$ cat src/rtl/alu_seq_pkg.sv
// Shared encodings for the ALU command sequencer: FSM states and ALU unit-select codes.
package alu_seq_pkg;

    typedef enum logic [1:0] {
        ST_IDLE  = 2'b00,
        ST_ISSUE = 2'b01,
        ST_WAIT  = 2'b10,
        ST_RESP  = 2'b11
    } seq_state_t;

    localparam logic [1:0] UNIT_ARI = 2'b00;
    localparam logic [1:0] UNIT_LOG = 2'b01;
    localparam logic [1:0] UNIT_CMP = 2'b10;
    localparam logic [1:0] UNIT_SHF = 2'b11;

    // The two opcode MSBs pick which ALU unit's result is meaningful.
    function automatic logic [1:0] unit_of(input logic [3:0] fun);
        return fun[3:2];
    endfunction

endpackage

$ cat src/rtl/alu_cmd_fifo.sv
// Command FIFO for alu_cmd_seq: DEPTH entries of WIDTH bits, power-of-two pointers that wrap.
// push_ready is registered so it reads 0 while reset is held and 1 from the first edge after release.
module alu_cmd_fifo #(
    parameter int WIDTH = 36,
    parameter int DEPTH = 4
) (
    input  logic             clk,
    input  logic             rest,
    input  logic             push_valid,
    output logic             push_ready,
    input  logic [WIDTH-1:0] push_data,
    input  logic             pop,
    output logic [WIDTH-1:0] pop_data,
    output logic             empty
);

    localparam int AW = (DEPTH > 1) ? $clog2(DEPTH) : 1;
    localparam logic [AW:0] CNT_FULL = (AW + 1)'(DEPTH);

    logic [WIDTH-1:0] mem [DEPTH];
    logic [AW-1:0]    wr_ptr;
    logic [AW-1:0]    rd_ptr;
    logic [AW:0]      count;
    logic [AW:0]      count_next;
    logic             ready_q;
    logic             do_push;
    logic             do_pop;

    assign do_push    = push_valid && ready_q;
    assign do_pop     = pop && (count != '0);
    assign push_ready = ready_q;
    assign empty      = (count == '0);
    assign pop_data   = mem[rd_ptr];

    // NOTE: every signal assigned in an always_comb gets a default first so no latch is inferred.
    always_comb begin
        count_next = count;
        unique case ({do_push, do_pop})
            2'b10:   count_next = count + 1'b1;
            2'b01:   count_next = count - 1'b1;
            default: count_next = count;
        endcase
    end

    // NOTE: sequential state uses non-blocking assignments so all registers update together at the edge.
    always_ff @(posedge clk or negedge rest) begin
        if (!rest) begin
            wr_ptr  <= '0;
            rd_ptr  <= '0;
            count   <= '0;
            ready_q <= 1'b0;
        end else begin
            if (do_push) wr_ptr <= wr_ptr + 1'b1;
            if (do_pop)  rd_ptr <= rd_ptr + 1'b1;
            count   <= count_next;
            ready_q <= (count_next != CNT_FULL);
        end
    end

    // NOTE: the storage array is not reset; an entry is only ever read after it has been written.
    always_ff @(posedge clk) begin
        if (do_push) mem[wr_ptr] <= push_data;
    end

endmodule

$ cat src/rtl/alu_cmd_seq.sv
// ALU command sequencer: queues commands, issues them to an external ALU and returns results in order.
// Optional completed-operation counter enabled by defining ALU_CMD_SEQ_OPCNT_EN.
module alu_cmd_seq
    import alu_seq_pkg::*;
#(
    parameter int WID   = 16,
    parameter int DEPTH = 4
) (
    input  logic           clk,
    input  logic           rest,
    input  logic           cmd_valid,
    output logic           cmd_ready,
    input  logic [3:0]     cmd_fun,
    input  logic [WID-1:0] cmd_a,
    input  logic [WID-1:0] cmd_b,
    output logic [3:0]     alu_fun,
    output logic [WID-1:0] alu_a,
    output logic [WID-1:0] alu_b,
    input  logic [WID-1:0] ari_out,
    input  logic [WID-1:0] log_out,
    input  logic [WID-1:0] cmp_out,
    input  logic [WID-1:0] shift_out,
    input  logic           carry_out,
    input  logic           ari_flag,
    input  logic           log_flag,
    input  logic           cmp_flag,
    input  logic           shift_flag,
    output logic           res_valid,
    input  logic           res_ready,
    output logic [WID-1:0] res_data,
    output logic           res_flag,
    output logic           res_carry,
    output logic [3:0]     res_fun,
    output logic           busy,
    output logic [15:0]    op_count
);

    localparam int CMD_W = 2 * WID + 4;

    seq_state_t     state;
    seq_state_t     state_next;
    logic           pop;
    logic           capture;
    logic           fifo_empty;
    logic [CMD_W-1:0] head;
    logic [WID-1:0] sel_data;
    logic           sel_flag;
    logic           sel_carry;

    alu_cmd_fifo #(
        .WIDTH (CMD_W),
        .DEPTH (DEPTH)
    ) u_fifo (
        .clk        (clk),
        .rest       (rest),
        .push_valid (cmd_valid),
        .push_ready (cmd_ready),
        .push_data  ({cmd_fun, cmd_a, cmd_b}),
        .pop        (pop),
        .pop_data   (head),
        .empty      (fifo_empty)
    );

    always_ff @(posedge clk or negedge rest) begin
        if (!rest) state <= ST_IDLE;
        else       state <= state_next;
    end

    always_comb begin
        state_next = state;
        pop        = 1'b0;
        capture    = 1'b0;
        res_valid  = 1'b0;
        unique case (state)
            ST_IDLE: begin
                if (!fifo_empty) begin
                    pop        = 1'b1;
                    state_next = ST_ISSUE;
                end
            end
            ST_ISSUE: state_next = ST_WAIT;
            ST_WAIT: begin
                capture    = 1'b1;
                state_next = ST_RESP;
            end
            ST_RESP: begin
                res_valid = 1'b1;
                if (res_ready) state_next = ST_IDLE;
            end
            default: state_next = ST_IDLE;
        endcase
    end

    // Carry is only meaningful from the arithmetic unit.
    always_comb begin
        sel_data  = ari_out;
        sel_flag  = ari_flag;
        sel_carry = 1'b0;
        unique case (unit_of(alu_fun))
            UNIT_ARI: begin
                sel_data  = ari_out;
                sel_flag  = ari_flag;
                sel_carry = carry_out;
            end
            UNIT_LOG: begin
                sel_data = log_out;
                sel_flag = log_flag;
            end
            UNIT_CMP: begin
                sel_data = cmp_out;
                sel_flag = cmp_flag;
            end
            UNIT_SHF: begin
                sel_data = shift_out;
                sel_flag = shift_flag;
            end
            default: ;
        endcase
    end

    // ALU drive registers only change on a pop, so they hold the last issued command otherwise.
    always_ff @(posedge clk or negedge rest) begin
        if (!rest) begin
            alu_fun <= '0;
            alu_a   <= '0;
            alu_b   <= '0;
        end else if (pop) begin
            alu_fun <= head[CMD_W-1 -: 4];
            alu_a   <= head[2*WID-1 -: WID];
            alu_b   <= head[WID-1:0];
        end
    end

    always_ff @(posedge clk or negedge rest) begin
        if (!rest) begin
            res_data  <= '0;
            res_flag  <= 1'b0;
            res_carry <= 1'b0;
            res_fun   <= '0;
        end else if (capture) begin
            res_data  <= sel_data;
            res_flag  <= sel_flag;
            res_carry <= sel_carry;
            res_fun   <= alu_fun;
        end
    end

    assign busy = (state != ST_IDLE) || !fifo_empty;

`ifdef ALU_CMD_SEQ_OPCNT_EN
    logic [15:0] op_cnt_q;

    always_ff @(posedge clk or negedge rest) begin
        if (!rest)                       op_cnt_q <= '0;
        else if (res_valid && res_ready) op_cnt_q <= op_cnt_q + 16'd1;
    end

    assign op_count = op_cnt_q;
`else
    assign op_count = '0;
`endif

endmodule

$ cat config.mk
export PLATFORM = sky130hd
export DESIGN_NAME = alu_cmd_seq
export DESIGN_NICKNAME = d
export VERILOG_FILES = /design/src/rtl/alu_seq_pkg.sv /design/src/rtl/alu_cmd_fifo.sv /design/src/rtl/alu_cmd_seq.sv
export SDC_FILE = /design/constraint.sdc
export NUM_CORES = 1
export LEC_CHECK = 0
export BUFFER_PORTS_ARGS = -buffer_cell sky130_fd_sc_hd__buf_4
export CAP_MARGIN = 5
export CORE_MARGIN = 3
export CORE_UTILIZATION = 60
export CTS_BUF_LIST = sky130_fd_sc_hd__clkbuf_4 sky130_fd_sc_hd__clkbuf_8
export DETAILED_ROUTE_END_ITERATION = 12
export GPL_TIMING_DRIVEN = 0
export PLACE_DENSITY = 0.87
export SKIP_CTS_REPAIR_TIMING = 1
export SLEW_MARGIN = 25
export SYNTH_ARGS = -nofsm -noshare
export SYNTH_HDL_FRONTEND = slang
export SYNTH_SLANG_ARGS = --single-unit
$ cat constraint.sdc
create_clock -name clk -period 4.15 [get_ports clk]
set_input_delay 0.415 -clock clk [delete_from_list [all_inputs] [get_ports clk]]
set_output_delay 0.415 -clock clk [all_outputs]
set_load 0.01 [all_outputs]
==> parameters.txt, run 1 <==
Parameter                              Value

Critical path
  Launching instance or port of the critical path ... state[0]
  Launching element type of the critical path ... register
  Sort of element at the end of the critical path ... register
  Category of the most critical setup path ... register to register
  Crit Path Max Fanout ... 10
  Critical path data arrival time ... 3140 ps
  R2R Path Start ... state[0]
  Endpoint required time on the critical path ... 4530 ps

Finish
  Post-synthesis to final-layout area growth ... 27.4%
  Fraction of layout cells with a size suffix above 1 ... 0.481
  Net total in the final layout ... 824
  Number of inserted diodes ... 0
  Finished Layout Cells ... 908

Die
  Initial Utilization ... 0.630
  Number of cell rows ... 42
  Width of the chip ... 125 um
  Die H ... 125 um
  I/O pin cnt ... 186
  Die Area ... 15700 um2
  Area of the placeable core ... 13600 um2

Job
  Max capacitance violation total ... 0

Pwr
  Maximum resistive drop on vdd ... 0.481 mV
  Leakage power of the design ... 4.58 nW
  Gate power share ... 0.373
  Sw Share ... 0.315
  Clock network fraction of design power ... 0.227
  Net switching power of the design ... 2.50 mW
  PwrDens ... 728 nW/um2
  Sequential fraction of design power ... 0.400
  Pwr Total ... 7.93 mW
  Internal ... 5.43 mW

Detailed routing
  Average via count per standard cell ... 5.46
  Total number of vias ... 4962
  Per-cell routed wire length ... 20.6 um
  Number of nets with antenna violations after routing ... 0
  Residual DRC ... 0
  First-pass detailed-route iteration total ... 5
  Total routed wirelength ... 18700 um
  Number of DRC markers after the initial detailed-route iteration ... 300

CTS
  H-tree depth reported by CTS ... 2
  Clock transition at the registers of the reported paths ... 60 ps
  Clk Latency, worst-skew pair ... 500 ps
  Count of clock tree sinks ... 212
  Root buffer selected by CTS ... sky130_fd_sc_hd__clkbuf_8
  Clock tree from TritonCTS ... yes
  Number of buffers added by the clock tree synthesis step ... 35
  Buffer levels on the longest clock path ... 3

Synth
  Most area-hungry cell type in the Yosys netlist ... sky130_fd_sc_hd__edfxtp_1
  Dominant cells by area after synthesis ... sky130_fd_sc_hd__edfxtp_1, sky130_fd_sc_hd__dfrtp_1, sky130_fd_sc_hd__mux4_2
  Gate count of the mapped netlist ... 480
  Seq/Total Area, Yosys ... 0.705
  Netlist Area Pre-Place ... 8540 um2
  EDFF count, synth ... 144
  Number of distinct standard cells referenced by the synthesized netlist ... 27
  Count of warnings emitted by yosys ... 0
  Share of the synthesized area in the top cell type ... 0.506
  Most frequent cell after synthesis ... sky130_fd_sc_hd__edfxtp_1
  Share of synthesized flip-flops with an asynchronous set or reset ... 0.321
  Leading post-synthesis cells by instance count ... sky130_fd_sc_hd__edfxtp_1, sky130_fd_sc_hd__nand2_1, sky130_fd_sc_hd__dfrtp_1
  Most instantiated flip-flop cell in the synthesis netlist ... sky130_fd_sc_hd__edfxtp_1
  Mean post-synth cell area ... 17.8 um2
  Number of flip-flops and latches in the synthesized netlist ... 212

STA
  Worst-Margin Slew ... 950 ps
  Count of endpoints failing setup in the final report ... 0
  Final setup TNS ... 0 ps
  Final Hold Violating Endpoints ... 0
  Max-slew violations ... 0
  Tmin final ... 2760 ps
  Hold slack ... 41.3 ps
  Crit share post-route ... 0.664
  Final setup skew ... 12.6 ps
  FMAX ... 0.363 GHz
  Final worst slack ... 1390 ps
  Setup repair after global routing missed its margin ... false
  Max-slew headroom at the worst pin ... 0.367

GRT
  Remaining Overflow, GRT ... 0
  Global-route usage over all layers ... 0.241
  Wire length of the first global-routing pass ... 29300 um
  Number of global-route vias before repair ... 5402
  Maximum number of pins on one net before global-route repair ... 69
  Initial antenna violation count ... 0

Status
  Status ... finished, final reports clean

Placement
  Placer's final routability congestion estimate ... 0.907
  Worst-case setup slack after placement ... 1420 ps
  Buffers added on ports ... 169
  Final HPWL from detailed placement ... 12800 um
  Number of cells in the design after placement ... 844

Min path
  Worst hold path class ... input port to async pin
## worst paths after layout
path                                     endpoint  slack [ps]  cells past startpoint
worst max-delay path            u_fifo.push_ready        1390                     11
worst min-delay path                     alu_b[1]          40                      1
min in group clk                u_fifo.mem[3][25]         110                      1
max in group asynchronous               alu_b[15]        3450                      1
worst max register to register  u_fifo.push_ready        1390                     11
worst min register to register           alu_b[0]         480                      2
## layout by cell type, fill, tap and decap left out, drive strengths merged
cell type  count
mux2i          2
conb          16
nor3           1
clkinv         5
and3           4
or3            1
o31ai          1
a211o          1
inv           10
o32ai          1
nand2        113
nor2           1
edfxtp       144
a21oi          1
dfrtp         68
nor2b          1
clkbuf        56
xor2           1
buf          212
xnor2          4
fa             1
mux4          53
ha             9
o21ai          1
mux2          23
clkinvlp       2
## per-stage QoR
| step | utilization | cell area (um2) |
|---|---|---|
| after CTS | 0.803 | 10900 |
| after global placement | 0.744 | 10100 |
| final | 0.803 | 10900 |
| after detailed placement | 0.750 | 10200 |
| after floorplan | - | 8600 |
| after global routing | 0.803 | 10900 |
## kinds of logic after synthesis
family,count (synthesis),synth area share
flip-flops,212,0.705
AND/OR/NAND/NOR,121,0.0551
multiplexers,78,0.177
buffers and inverters,48,0.0378
adder cells (fa/ha/maj),10,0.0155
AO/OA/AOI/OAI,5,0.00410
XOR/XNOR,5,0.00512
other,1,0.000439
## layout make-up
class                   count  area (um2)
fillers                   766        2670
well taps                 176         220
clock buffers              56         671
clock inverters             8        43.8
repair buffers            173        1350
plain buffers              39         289
multi-input cells         235        2260
flip-flops and latches    212        6030
inverters                   9        33.8
## power groups by stage
stage | combinational [mW] | clock [mW] | sequential (mW)
2_1_floorplan | 1.76 | 0 | 3.28
3_3_place_gp | 2.84 | 0 | 3.17
3_5_place_dp | 2.98 | 0 | 3.21
4_1_cts | 3.00 | 1.84 | 3.18
5_1_grt | 3.22 | 1.94 | 3.23
6_report | 2.96 | 1.80 | 3.17
## flip-flops by register name, indices dropped and copies added, names as in the netlist
register and count:
u_fifo.mem 144, u_fifo.push_ready 1, res_carry 1, u_fifo.wr_ptr 2
alu_b 16, res_flag 1, res_data 16, alu_a 16
res_fun 4, alu_fun 4, u_fifo.count 3, state 2
u_fifo.rd_ptr 2
## worst max-delay path, stage by stage (launching register included)
cell,delay (ps)
sky130_fd_sc_hd__dfrtp_1,390
sky130_fd_sc_hd__inv_1,130
sky130_fd_sc_hd__ha_1,220
sky130_fd_sc_hd__o31ai_1,120
sky130_fd_sc_hd__inv_1,80
sky130_fd_sc_hd__buf_2,250
sky130_fd_sc_hd__ha_1,220
sky130_fd_sc_hd__inv_1,70
sky130_fd_sc_hd__fa_1,380
sky130_fd_sc_hd__xor2_1,160
sky130_fd_sc_hd__or3_1,330
sky130_fd_sc_hd__a211o_1,300
## per-layer routing
metal / up-vias / global-route usage / routed length (um)
met5: - / 0 / 0
li1: 2219 / - / -
met4: 0 / 0.0810 / 449
met1: 2485 / 0.307 / 7020
met2: 227 / 0.404 / 9550
met3: 31 / 0.0682 / 1640
Note: power is estimated with default switching activity, not from simulation.
==> run 2: changes to the inputs <==
--- a/config.mk
+++ b/config.mk
@@ -8,11 +8,11 @@
 export BUFFER_PORTS_ARGS = -buffer_cell sky130_fd_sc_hd__buf_4
 export CAP_MARGIN = 5
 export CORE_MARGIN = 3
-export CORE_UTILIZATION = 60
+export CORE_UTILIZATION = 56
 export CTS_BUF_LIST = sky130_fd_sc_hd__clkbuf_4 sky130_fd_sc_hd__clkbuf_8
 export DETAILED_ROUTE_END_ITERATION = 12
 export GPL_TIMING_DRIVEN = 0
-export PLACE_DENSITY = 0.87
+export PLACE_DENSITY = 0.82
 export SKIP_CTS_REPAIR_TIMING = 1
 export SLEW_MARGIN = 25
 export SYNTH_ARGS = -nofsm -noshare
==> constraint.sdc (replaced) <==
create_clock -name clk -period 2.9 [get_ports clk]
set_input_delay 0.29 -clock clk [delete_from_list [all_inputs] [get_ports clk]]
set_output_delay 0.29 -clock clk [all_outputs]
set_load 0.01 [all_outputs]
==> parameters.txt, run 2 (same netlist as run 1, synthesis figures left out) <==
Parameter                              Value

Critical path
  Reg2reg setup slack ... 160 ps (-1230 ps)
  Launching element type of the critical path ... register
  Critical path data arrival time ... 3100 ps (-40 ps)
  Sort of element at the end of the critical path ... register
  Critical path endpoint ... u_fifo.push_ready
  Endpoint required time on the critical path ... 3270 ps (-1260 ps)
  Worst reg2reg path depth ... 11 (unchanged)
  Crit Path Max Fanout ... 10 (unchanged)
  R2R Path Start ... state[0]
  Reg2reg end ... u_fifo.push_ready
  Launching instance or port of the critical path ... state[0]
  Category of the most critical setup path ... register to register

Finish
  Net total in the final layout ... 857 (+4.0%)
  Post-synthesis to final-layout area growth ... 31.2%
  Max reg flops ... 144 (unchanged)
  Most common cell after layout, fill and taps aside ... sky130_fd_sc_hd__buf_4
  Fraction of layout cells with a size suffix above 1 ... 0.454 (-0.0268)
  Most flops, register ... u_fifo.mem
  Finished Layout Cells ... 947 (+4.3%)
  Final design utilization ... 0.760 (-0.0436)
  Most used cells in the layout excluding fill and tap cells ... sky130_fd_sc_hd__buf_4, sky130_fd_sc_hd__edfxtp_1, sky130_fd_sc_hd__nand2_1

Placement
  Number of cells in the design after placement ... 852 (+0.95%)
  Buffers added on ports ... 169 (unchanged)
  Final HPWL from detailed placement ... 12600 um (-1.4%)
  Placer's final routability congestion estimate ... 0.942 (+3.8%)

GRT
  Maximum number of pins on one net before global-route repair ... 69 (unchanged)
  Wire length of the first global-routing pass ... 27600 um (-5.9%)
  Remaining Overflow, GRT ... 0 (unchanged)
  Number of global-route vias before repair ... 5118 (-5.3%)
  Initial antenna violation count ... 1 (+1)
  Global-route usage over all layers ... 0.218 (-0.0225)

Pwr
  Pwr Total ... 11.3 mW (+42%)
  Maximum resistive drop on vdd ... 0.677 mV (+41%)
  Leakage power of the design ... 4.71 nW (+2.7%)
  PwrDens ... 1010 nW/um2 (+38%)

STA
  Final setup skew ... 16.2 ps (+3.59 ps)
  Max-slew violations ... 0 (unchanged)
  Tmin final ... 2740 ps (-19.4 ps)
  FMAX ... 0.365 GHz (+0.71%)
  Setup repair after global routing missed its margin ... false
  Hold slack ... 16.6 ps (-24.7 ps)
  Final setup TNS ... 0 ps (unchanged)
  Crit share post-route ... 0.944 (+0.280)
  Count of endpoints failing setup in the final report ... 0 (unchanged)
  Final Hold Violating Endpoints ... 0 (unchanged)
  Max-slew headroom at the worst pin ... 0.391 (+0.0240)
  Worst-Margin Slew ... 914 ps (-36.0 ps)

Detailed routing
  Average via count per standard cell ... 5.36 (-1.9%)
  Residual DRC ... 0 (unchanged)
  Number of nets with antenna violations after routing ... 0 (unchanged)
  Total number of vias ... 5079 (+2.4%)
  First-pass detailed-route iteration total ... 4 (-1)
  Number of DRC markers after the initial detailed-route iteration ... 276 (-8.0%)
  Total routed wirelength ... 18700 um (+0.16%)
  Per-cell routed wire length ... 19.7 um (-4.0%)

Min path
  Hold Startpoint ... cmd_a[7]
  Worst hold path class ... input port to register

Die
  Die Area ... 16800 um2 (+6.8%)
  Width of the chip ... 130 um (+3.3%)
  Initial Utilization ... 0.579 (-0.0511)
  I/O pin cnt ... 186 (unchanged)
  Die H ... 130 um (+3.3%)
  Number of cell rows ... 44 (+4.8%)
  Area of the placeable core ... 14800 um2 (+8.8%)

CTS
  Clock tree from TritonCTS ... yes
  Buffer levels on the longest clock path ... 3 (unchanged)
  H-tree depth reported by CTS ... 2 (unchanged)
  Number of buffers added by the clock tree synthesis step ... 34 (-2.9%)
  Root buffer selected by CTS ... sky130_fd_sc_hd__clkbuf_8
  Count of clock tree sinks ... 212 (unchanged)
  Clk Latency, worst-skew pair ... 490 ps (about the same)
  Clock transition at the registers of the reported paths ... 60 ps (about the same)

Job
  Max capacitance violation total ... 0 (unchanged)

Status
  Status ... finished, final reports clean
## run 2: critical path, stage by stage (launching register included)
cell and delay [ps]:
sky130_fd_sc_hd__dfrtp_1 380, sky130_fd_sc_hd__inv_1 140, sky130_fd_sc_hd__ha_1 220, sky130_fd_sc_hd__o31ai_1 130
sky130_fd_sc_hd__inv_1 90, sky130_fd_sc_hd__clkbuf_4 220, sky130_fd_sc_hd__ha_1 210, sky130_fd_sc_hd__inv_1 60
sky130_fd_sc_hd__fa_1 370, sky130_fd_sc_hd__xor2_1 160, sky130_fd_sc_hd__or3_1 340, sky130_fd_sc_hd__a211o_1 300
## run 2: final cells by class
type,instances,area [um2]
multi-input combinational,235,2260
antenna,1,2.50
timing repair buffer,207,1690
clock buffer,50,607
inverter,9,33.8
clock inverter,10,70.1
buffer,39,292
sequential,212,6030
fill,896,3550
tap,184,230
## run 2: how the worst min path moves through the flow
stage	end	depth (start not counted)
CTS	alu_a[15]	1
global route	u_fifo.mem[0][23]	1
global placement	alu_a[15]	2
floorplan	alu_a[0]	0
finish	u_fifo.mem[2][23]	1
detailed placement	alu_b[9]	2
## run 2: power breakdown
group / internal (mW) / total (mW) / switching (mW)
sequential: 4.15 / 4.55 / 0.395
combinational: 2.18 / 4.22 / 2.05
clock: 1.43 / 2.51 / 1.08
total: 7.76 / 11.3 / 3.52
## run 2: stage by stage
step / setup WS (ps) / instance area, um2
2_1_floorplan: 479 / 8600
3_3_place_gp: 264 / 10100
3_5_place_dp: 157 / 10200
4_1_cts: 133 / 10900
5_1_grt: 28.3 / 11200
6_report: 163 / 11200
## run 2: per-layer routing
layer	up-vias	wire length, um	track usage
met2	240	9700	0.378
met1	2521	6860	0.259
met4	0	563	0.0911
met5	-	0	0
met3	38	1580	0.0602
li1	2280	-	-
